### config.mk
export PLATFORM = sky130hd
export DESIGN_NAME = regfile_wb_arbiter
export DESIGN_NICKNAME = d
export VERILOG_FILES = /design/src/rtl/regfile_pkg.sv /design/src/rtl/rr_arbiter.sv /design/src/rtl/regfile_wb_arbiter.sv
export SDC_FILE = /design/constraint.sdc
export NUM_CORES = 1
export LEC_CHECK = 0
export ABC_AREA = 1
export CAP_MARGIN = 5
export CORE_MARGIN = 2
export CORE_UTILIZATION = 40
export DETAILED_ROUTE_END_ITERATION = 8
export DONT_BUFFER_PORTS = 1
export PLACE_DENSITY = 0.59
export SLEW_MARGIN = 25
export SYNTH_ARGS = -nofsm -noshare
export SYNTH_HDL_FRONTEND = slang
export SYNTH_SLANG_ARGS = --single-unit
### constraint.sdc
create_clock -name clk -period 1.6 [get_ports clk]
set_input_delay 0.16 -clock clk [delete_from_list [all_inputs] [get_ports clk]]
set_output_delay 0.16 -clock clk [all_outputs]
set_load 0.005 [all_outputs]
### src/rtl/regfile_pkg.sv
// Shared register-file constants for the writeback arbitration slice.
// Latency: n/a (constants only).
// Backpressure: n/a.
package regfile_pkg;

  localparam int XLEN     = 64;
  localparam int AW       = 5;
  localparam int NUM_REGS = 32;
  localparam int REG_ZERO = 0;
  localparam int MAX_NREQ = 8;

endpackage

### src/rtl/rr_arbiter.sv
// Round-robin grant selector with a rotating priority pointer.
// Latency: grant is combinational; the pointer advances on the edge after a grant.
// Backpressure: en=0 blocks every grant and freezes the pointer.
module rr_arbiter #(
  parameter int NREQ = 2,
  parameter int IW   = $clog2(NREQ)
) (
  input  logic            clk,
  input  logic            reset,
  input  logic [NREQ-1:0] req,
  input  logic            en,
  output logic [NREQ-1:0] gnt,
  output logic [IW-1:0]   gnt_idx
);

  localparam logic [IW:0]   NREQ_W = (IW+1)'(NREQ);
  localparam logic [IW-1:0] LAST   = IW'(NREQ - 1);

  logic [IW-1:0] ptr;
  logic [IW:0]   pos;
  logic          found;

  // Scan ptr, ptr+1, ... with wraparound; the first requester seen wins.
  always_comb begin
    gnt     = '0;
    gnt_idx = '0;
    found   = 1'b0;
    pos     = '0;
    for (int k = 0; k < NREQ; k++) begin
      pos = {1'b0, ptr} + (IW+1)'(k);
      if (pos >= NREQ_W) begin
        pos = pos - NREQ_W;
      end
      if (en && !found && req[pos[IW-1:0]]) begin
        found                = 1'b1;
        gnt[pos[IW-1:0]]     = 1'b1;
        gnt_idx              = pos[IW-1:0];
      end
    end
  end

  // Priority moves to the requester just after the winner; holds when idle.
  always_ff @(posedge clk or negedge reset) begin
    if (!reset) begin
      ptr <= '0;
    end else if (found) begin
      ptr <= (gnt_idx == LAST) ? '0 : gnt_idx + IW'(1);
    end
  end

endmodule

### src/rtl/regfile_wb_arbiter.sv
// Shares the single register-file write port among NREQ writeback requesters.
// Latency: a write accepted in cycle T drives rf_* in T+1 (1 cycle).
// Backpressure: requesters wait on req_ready; the output stage itself never stalls.
module regfile_wb_arbiter
  import regfile_pkg::*;
#(
  parameter int NREQ = 2,
  parameter int XLEN = regfile_pkg::XLEN,
  parameter int AW   = regfile_pkg::AW
) (
  input  logic                 clk,
  input  logic                 reset,
  input  logic [NREQ-1:0]      req_valid,
  output logic [NREQ-1:0]      req_ready,
  input  logic [NREQ*AW-1:0]   req_rd,
  input  logic [NREQ*XLEN-1:0] req_data,
  input  logic                 flush,
  output logic                 rf_we,
  output logic [AW-1:0]        rf_rd,
  output logic [XLEN-1:0]      rf_wdata,
  output logic [NUM_REGS-1:0]  pend_mask,
  output logic [31:0]          wr_count
);

  localparam int IW = $clog2(NREQ);

  logic [NREQ-1:0] gnt;
  logic [IW-1:0]   gnt_idx;
  logic            gnt_any;
  logic            arb_en;
  logic [AW-1:0]   sel_rd;
  logic [XLEN-1:0] sel_data;

  // Grants are suppressed during flush and while reset is asserted.
  assign arb_en    = reset & ~flush;
  assign gnt_any   = |gnt;
  assign req_ready = gnt;

  rr_arbiter #(
    .NREQ (NREQ),
    .IW   (IW)
  ) u_arb (
    .clk     (clk),
    .reset   (reset),
    .req     (req_valid),
    .en      (arb_en),
    .gnt     (gnt),
    .gnt_idx (gnt_idx)
  );

  // Operand mux: pick the winner's destination index and data.
  always_comb begin
    sel_rd   = '0;
    sel_data = '0;
    for (int i = 0; i < NREQ; i++) begin
      if (gnt_idx == IW'(i)) begin
        sel_rd   = req_rd[i*AW +: AW];
        sel_data = req_data[i*XLEN +: XLEN];
      end
    end
  end

  // Output stage: x0 writes complete the handshake but never raise rf_we.
  always_ff @(posedge clk or negedge reset) begin
    if (!reset) begin
      rf_we    <= 1'b0;
      rf_rd    <= '0;
      rf_wdata <= '0;
    end else begin
      rf_we <= gnt_any && (sel_rd != AW'(REG_ZERO));
      if (gnt_any) begin
        rf_rd    <= sel_rd;
        rf_wdata <= sel_data;
      end
    end
  end

  // Commit counter, one step per cycle that the register file is written.
  always_ff @(posedge clk or negedge reset) begin
    if (!reset) begin
      wr_count <= '0;
    end else if (rf_we) begin
      wr_count <= wr_count + 32'd1;
    end
  end

  // Destinations that are waiting at a requester or sitting in the output stage.
  always_comb begin
    pend_mask = '0;
    for (int i = 0; i < NREQ; i++) begin
      if (req_valid[i]) begin
        pend_mask[req_rd[i*AW +: AW]] = 1'b1;
      end
    end
    if (rf_we) begin
      pend_mask[rf_rd] = 1'b1;
    end
    pend_mask[REG_ZERO] = 1'b0;
  end

endmodule
==> results.toml, run 1 <==
[die]
die-width_um = 127.1
io_pins = 279
die-area_um2 = 16150
start_util = 0.4138
num_rows = 44
core_area_um2 = 14640
die_h_um = 127.1

[pwr]
switchingPower_mw = 2.489
ir_worst_vdd_mv = 0.6662
p_leak_nw = 3.566
fin_total_pwr_mw = 7.430
powerDensity_nw_per_um2 = 947.0
seqPwrFrac = 0.492
p_sw_frac = 0.3349
combPwrFrac = 0.216
intPower_mw = 4.941
power_frac_clock = 0.292

[setup_path]
path_max_fanout = 8
critical_path.endpoint_type = "output port"
crit_path_start_kind = "register"
cpPeakStageDelay_ns = 0.37
crit_chain = "buf_6 -> clkinv_8 -> nor3_4 -> buf_6 -> nand2_1 -> nand3_2"
crit_arrival_ns = 1.42
critPathRequiredTime_ns = 1.44
path_common_cell = "buf_6"
crit_type = "reg2out"
crit_slowest_cell = "dfrtp_1"

[place]
portBuffers = 0
gp_congestion = 0.8809
placed_cells = 1049
hpwl_um = 13500
post-place-ws_ns = 0.06471

[route]
drt-wirelength-per-cell_um = 17.61
drt_wl_total_um = 20220
drc_errors = 0
drtPass1Iterations = 5
vias_per_cell = 5.437
drtIter0Drc = 397
drtAntennaViolNets = 0
vias = 6242

[cells_and_area]
final_util = 0.5357
n_fill_cell = 1418
nets = 1102
layout.cells.non_filler = 1148
drive_above_1_share = 0.1547
area_delta_synth_final_pct = 29.47

[flow_run]
drv_cap = 0

[cts]
clkLatencyLatePin_ns = 0.35
htreeDepth = 3
cts_tree = "yes"
cts_sinks = 103
ctsHoldBuffers = 69
cts_buffer_depth = 2
clockRootBuffer = "clkbuf_16"
clkTransAtPathRegs_ns = 0.08
cts_buffers = 9

[sta]
drv_slew = 0
final.period_utilization = 0.9868
hold_viol = 103
rsz0062_at_grt = "true"
hold_ws_ns = -0.5072
setup-violations-final = 0
finalCriticalPeriod_ns = 1.579
setup_slack_ns = 0.02105
fmax_mhz = 633.3
clock_skew_ns = 0.009787

[yosys]
synth-edff-count = 0
async_flop_share = 1.000
synth_common_cells = "272 x nand2_1, 113 x nor2_1, 103 x dfrtp_1"
synth_most_common_cell = "nand2_1"
synthTopCellsByArea = "dfrtp_1 43%, nand2_1 17%, nor2_1 7.0%"
synthSimpleGateAreaFrac = 0.3357
synth_top_area_cell = "dfrtp_1"
synth_top_family_by_area = "simple AND/OR/NAND/NOR gates"
ys_seq_area_frac = 0.4254
synth-seq-cells = 103
synth_compound_area_frac = 0.1278
syn_area_per_cell_um2 = 7.054
yosysTopAreaCellShare = 0.4254
syn_area_um2 = 6060
synth_flop_cell = "dfrtp_1"
yosysUniqueCellTypes = 30
synth_nets = 1003
synth_mux_area_frac = 0
ys_warn_count = 0
synth_xor_area_frac = 0.02168
synthAdderAreaFrac = 0.002065
synth_cells = 859

[global_routing]
grt_max_degree = 105
grt_pass1_wl_um = 30680
antenna_found_initial = 1
grt-ovfl-total = 0
grt.total_usage = 0.2353
grt_pass1_vias = 5912

[outcome]
violations = "hold timing"
status = "finished with violations"

[hold_path]
min_path_type = "in2async"
## cell type report
type	count	area (µm²)	area share
Clock buffer	11	242.7	0.03094
Sequential cell	103	2585	0.3295
Multi-Input combinational cell	652	3239	0.4129
Timing Repair Buffer	121	1220	0.1555
Clock inverter	5	41.29	0.005263
Inverter	71	284.0	0.03620
Antenna cell	1	2.502	0.0003190
Tap cell	184	230.2	0.02935
## cells in the final DEF (no fill, tap or decap), types with 2 or more instances in the layout
cell           count
o21ai_0           38
nor3_4             2
inv_1             63
dfrtp_2            6
nor3_2             2
nor2_4             6
inv_6              2
nand2_1          261
buf_12             5
nand2_4            2
dfrtp_1           97
buf_4             39
nand4_1            9
o221ai_2           7
buf_6              3
a21oi_1           66
nand3_1           31
nor2_2             6
clkbuf_16         11
inv_2              6
nand3_4            3
dlygate4sd3_1     69
xnor2_1            8
o21ai_1           36
nor2_1           107
nand2_2           12
xor2_1             7
nor3_1            17
nand3_2           26
and2_1             2
## sequential cells by signal, summed over array words and instances, names as in the netlist
| name | count |
|---|---|
| rf_rd | 5 |
| rf_wdata | 64 |
| rf_we | 1 |
| u_arb.ptr | 1 |
| wr_count | 32 |
## timing repair
action | 4_1_cts | 5_1_grt
gates cloned | 2 | 2
buffers inserted | 3 | 6
endpoints found under the setup margin | 32 | 38
pin swaps | 0 | 13
gates resized for setup | 22 | 57
hold endpoints to repair | 167 | 103
## path summary, 6_finish.rpt
path | start | endpoint | slack (ns) | cells after the start
max in group asynchronous | reset | rf_rd[0] | 1.95 | 0
max | rf_we | pend_mask[19] | 0.02 | 6
min | reset | rf_wdata[22] | -0.51 | 0
max reg2reg | rf_we | wr_count[14] | 0.09 | 9
min reg2reg | wr_count[3] | wr_count[3] | 0.53 | 1
min in group clk | req_data[40] | rf_wdata[40] | 0.01 | 2
## kinds of logic (layout without fill, tap and decap cells)
group                    Yosys count  after routing
flip-flops                       103            103
AO/OA/AOI/OAI                    148            148
XOR/XNOR                          15             15
AND/OR/NAND/NOR                  487            487
buffers and inverters            104            208
adder cells (fa/ha/maj)            1              1
other                              1              2
## metrics by stage
stage / cell area [µm²] / setup TNS (ns)
final: 7845 / 0
after global routing: 7845 / -0.6563
after CTS: 7537 / 0
after detailed placement: 6400 / 0
after global placement: 6400 / 0
after floorplan: 6060 / 0
## routing by layer
| metal | GRT usage | share of wire |
|---|---|---|
| met5 | 0 | 0 |
| met2 | 0.3820 | 0.48 |
| met1 | 0.2970 | 0.42 |
| met3 | 0.06826 | 0.080 |
| met4 | 0.09308 | 0.023 |
## power by group through the flow
stage          Combinational (mW)  Sequential (mW)  Clock [mW]
6_report                     1.61             3.65        2.17
5_1_grt                      1.80             3.72        2.33
4_1_cts                      1.53             3.64        2.22
3_5_place_dp                 1.32             3.69           0
3_3_place_gp                 1.30             3.68           0
2_1_floorplan               0.919             3.55           0
## worst max-delay path: cells and delay by family, from the launching register on
| kind | cells | cell delay, ns |
|---|---|---|
| and+or+nand+nor | 3 | 0.29 |
| buffers and inverters | 3 | 0.41 |
| DFF | 1 | 0.37 |
No activity file was read; power rests on OpenSTA's default activity.
==> run 2: changes to the inputs <==
Settings changed: CORE_UTILIZATION 40 to 38, DONT_BUFFER_PORTS 1 to default, PLACE_DENSITY 0.59 to 0.83.
Clock period 1.6 ns to 1.3 ns, I/O delays scaled along.
==> run 2 against run 1 <==
Net effect: the flow now stops in 5_1_grt; synthesized cell count unchanged; area after synthesis unchanged.
==> results.toml, run 2 <==
[die]
die_h_um = 130.3
start_util = 0.3857
num_rows = 46
io_pins = 279
die-width_um = 130.3

[global_routing]
grt.total_usage = 0.7096
grt_max_degree = 65
grt-ovfl-total = 8

[cts]
htreeDepth = 3
ctsHoldBuffers = 0
cts_buffers = 9
cts_buffer_depth = 2
cts_sinks = 103
clockRootBuffer = "clkbuf_16"

[yosys]
synthTopCellsByArea = "dfrtp_1 43%, nand2_1 17%, nor2_1 7.0%"
synth_common_cells = "272 x nand2_1, 113 x nor2_1, 103 x dfrtp_1"
syn_area_um2 = 6060
yosysUniqueCellTypes = 30
ys_warn_count = 0
synth-seq-cells = 103
syn_area_per_cell_um2 = 7.054
synth_most_common_cell = "nand2_1"
synth_cells = 859
synth_nets = 1003
synth_top_area_cell = "dfrtp_1"
synth-edff-count = 0
async_flop_share = 1.000
synth_flop_cell = "dfrtp_1"
ys_seq_area_frac = 0.4254
yosysTopAreaCellShare = 0.4254

[outcome]
error = "[ERROR GRT-0232] Routing congestion too high. Check the congestion heatmap in the GUI."
stop_stage = "5_1_grt"
status = "did not finish"

[place]
hpwl_um = 17340
gp_congestion = 0.9578
portBuffers = 277
post_dp_cell_area_um2 = 9882
post-place-ws_ns = -0.6696

[sta]
crit_endpoint = "pend_mask[19]"
worst-endpoint-pin-kind = "top-level output"
[run 2: per-stage QoR]
step,hold slack (ns),cells,setup TNS [ns]
floorplan,-0.1656,859,-0.1210
global placement,0.3813,1440,-54.16
detailed placement,0.3980,1440,-58.14
CTS,0.02112,1611,-27.17
[run 2: timing repair]
action,CTS
setup endpoints to repair,234
gates cloned,30
gates resized for setup,692
pin swaps,110
setup buffers,131
[run 2: logic make-up after synthesis]
logic type,count (synthesis),synth area share
AND/OR/NAND/NOR,487,0.3357
XOR/XNOR,15,0.02168
other,1,0.0006189
adder cells (fa/ha/maj),1,0.002065
AO/OA/AOI/OAI,148,0.1278
flip-flops,103,0.4254
buffers and inverters,104,0.08672
[run 2: layer usage]
layer | track usage | GRT overflow
met5 | 0.2029 | 0
met4 | 0.6793 | 5
met1 | 0.6964 | 0
met2 | 0.9033 | 3
met3 | 0.5629 | 0
==> run 3: changes to the inputs <==
Settings changed: CORE_UTILIZATION 38 to 40, PLACE_DENSITY 0.83 to default, PLACE_DENSITY_LB_ADDON from default to 0.15.
Clock period 1.3 ns to 1.7 ns, I/O delays scaled along.
==> run 3 against run 2 <==
Net effect: the flow now finishes, with violations (setup timing).
==> results.toml, run 3 (synthesis gave the netlist of run 1 again) <==
[setup_path]
crit_arrival_ns = 1.63
cp-startpoint = "rf_we"
cpPeakStageDelay_ns = 0.39
path_common_cell = "buf_6"
crit_type = "reg2out"
crit_chain = "inv_2 -> nor3_4 -> buf_6 -> buf_6 -> buf_6 -> buf_6 -> nand2_2 -> nand3_2 -> buf_2"
critical_path.endpoint_type = "output port"
crit_slowest_cell = "dfrtp_1"
crit_path_start_kind = "register"
critPathRequiredTime_ns = 1.53
path_max_fanout = 4
path_buf_inv = 6
r2r-start = "rf_we"
crit_family = "buffers and inverters"

[route]
drt-wirelength-per-cell_um = 15.45
drtPass1Iterations = 5
drt_wl_total_um = 21830
drc_errors = 0
drtAntennaViolNets = 0
vias = 7148
vias_per_cell = 5.059
drtIter0Drc = 423

[sta]
setup-violations-final = 9
final.period_utilization = 1.061
finalCriticalPeriod_ns = 1.804
tightest_slew_ns = 0.5462
setup_slack_ns = -0.1041
hold_viol = 0
clock_skew_ns = 0.01275
drv_slew = 0
rsz0062_at_grt = "true"
slew_headroom = 0.6359
fin_setup_tns_ns = -0.4746
fmax_mhz = 554.3

[global_routing]
antenna_found_initial = 0
grt_max_degree = 104
grt.total_usage = 0.2696
grt_pass1_vias = 6933
grt-ovfl-total = 0
grt_pass1_wl_um = 34670

[die]
die-width_um = 127.1
die-area_um2 = 16150
num_rows = 44
die_h_um = 127.1
io_pins = 279
core_area_um2 = 14640
start_util = 0.4138

[cts]
clockRootBuffer = "clkbuf_16"
htreeDepth = 3
cts_sinks = 103
clkLatencyLatePin_ns = 0.36
cts_tree = "yes"
clkTransAtPathRegs_ns = 0.07
cts_buffers = 9
cts_buffer_depth = 2

[cells_and_area]
n_antenna_cell = 0
largest-register = "rf_wdata"
area_delta_synth_final_pct = 69.77
largest_reg_flops = 64
reg_top3 = "rf_wdata (64), wr_count (32), rf_rd (5)"
drive_above_1_share = 0.1977
nets = 1368
layout_common_cells = "260 x nand2_1, 231 x clkdlybuf4s50_1, 113 x nor2_1"
final_common_cell = "nand2_1"
layout.cells.non_filler = 1413

[place]
placed_cells = 1353
hpwl_um = 15540
gp_congestion = 0.9359
portBuffers = 277

[hold_path]
min_from = "req_rd[6]"
min_path_type = "in2reg"

[flow_run]
drv_cap = 0

[outcome]
violations = "setup timing"
status = "finished with violations"

[pwr]
fin_total_pwr_mw = 8.482
ir_worst_vdd_mv = 0.5926
powerDensity_nw_per_um2 = 824.5
p_leak_nw = 4.769
run 3: layer usage:
layer / vias to the layer above / global-route usage / routed length (µm)
met5: - / 0 / 0
met4: 0 / 0.1209 / 908
met3: 75 / 0.08208 / 1932
met2: 323 / 0.4352 / 10080
met1: 3251 / 0.3343 / 8902
li1: 3499 / - / -
run 3: final timing paths:
check	endpoint	slack, ns	cells past startpoint
max in group asynchronous	wr_count[17]	0.80	3
max reg2reg	wr_count[24]	0.09	8
min in group asynchronous	wr_count[26]	0.49	3
min reg2reg	u_arb.ptr	0.50	2
max	pend_mask[10]	-0.10	9
min	rf_rd[1]	0.35	4
run 3: tightest hold or removal path: stages:
cell and delay [ns]:
dlymetal6s2s_1 0.14, buf_4 0.12, o21ai_1 0.08, o21ai_0 0.15
run 3: cell type report:
type                       count  area, µm²
tap                          184      230.2
multi-input combinational    652       3228
clock inverter                 6      51.30
timing repair buffer         387       3687
clock buffer                  10      239.0
sequential                   103       2582
inverter                      71      269.0
fill                        1213       4357
run 3: power breakdown:
| part | leakage [nW] | total, mW | internal [mW] | switching [mW] |
|---|---|---|---|---|
| registers | 1.25 | 3.26 | 2.93 | 0.330 |
| clock network | 0.145 | 2.06 | 1.06 | 1.00 |
| logic | 3.37 | 3.16 | 1.84 | 1.32 |
| total | 4.77 | 8.48 | 5.83 | 2.65 |
run 3: stage by stage:
step                hold slack, ns  utilization  worst slack, ns  instance area [µm²]
finish                      0.3471       0.7025          -0.1041                10290
global route                0.3511       0.7025          -0.1593                10290
CTS                         0.3456       0.6848          -0.2448                10030
detailed placement          0.3065       0.6460          -0.2730                 9460
global placement            0.3072       0.6460          -0.2835                 9460
floorplan                  -0.1256            -           0.1971                 6060
run 3: timing repair:
action	in CTS	in global routing
endpoints found under the setup margin	34	35
hold buffers	1	0
buffers inserted	27	18
hold endpoints to repair	103	0
pin swaps	15	13
resized for setup	135	90
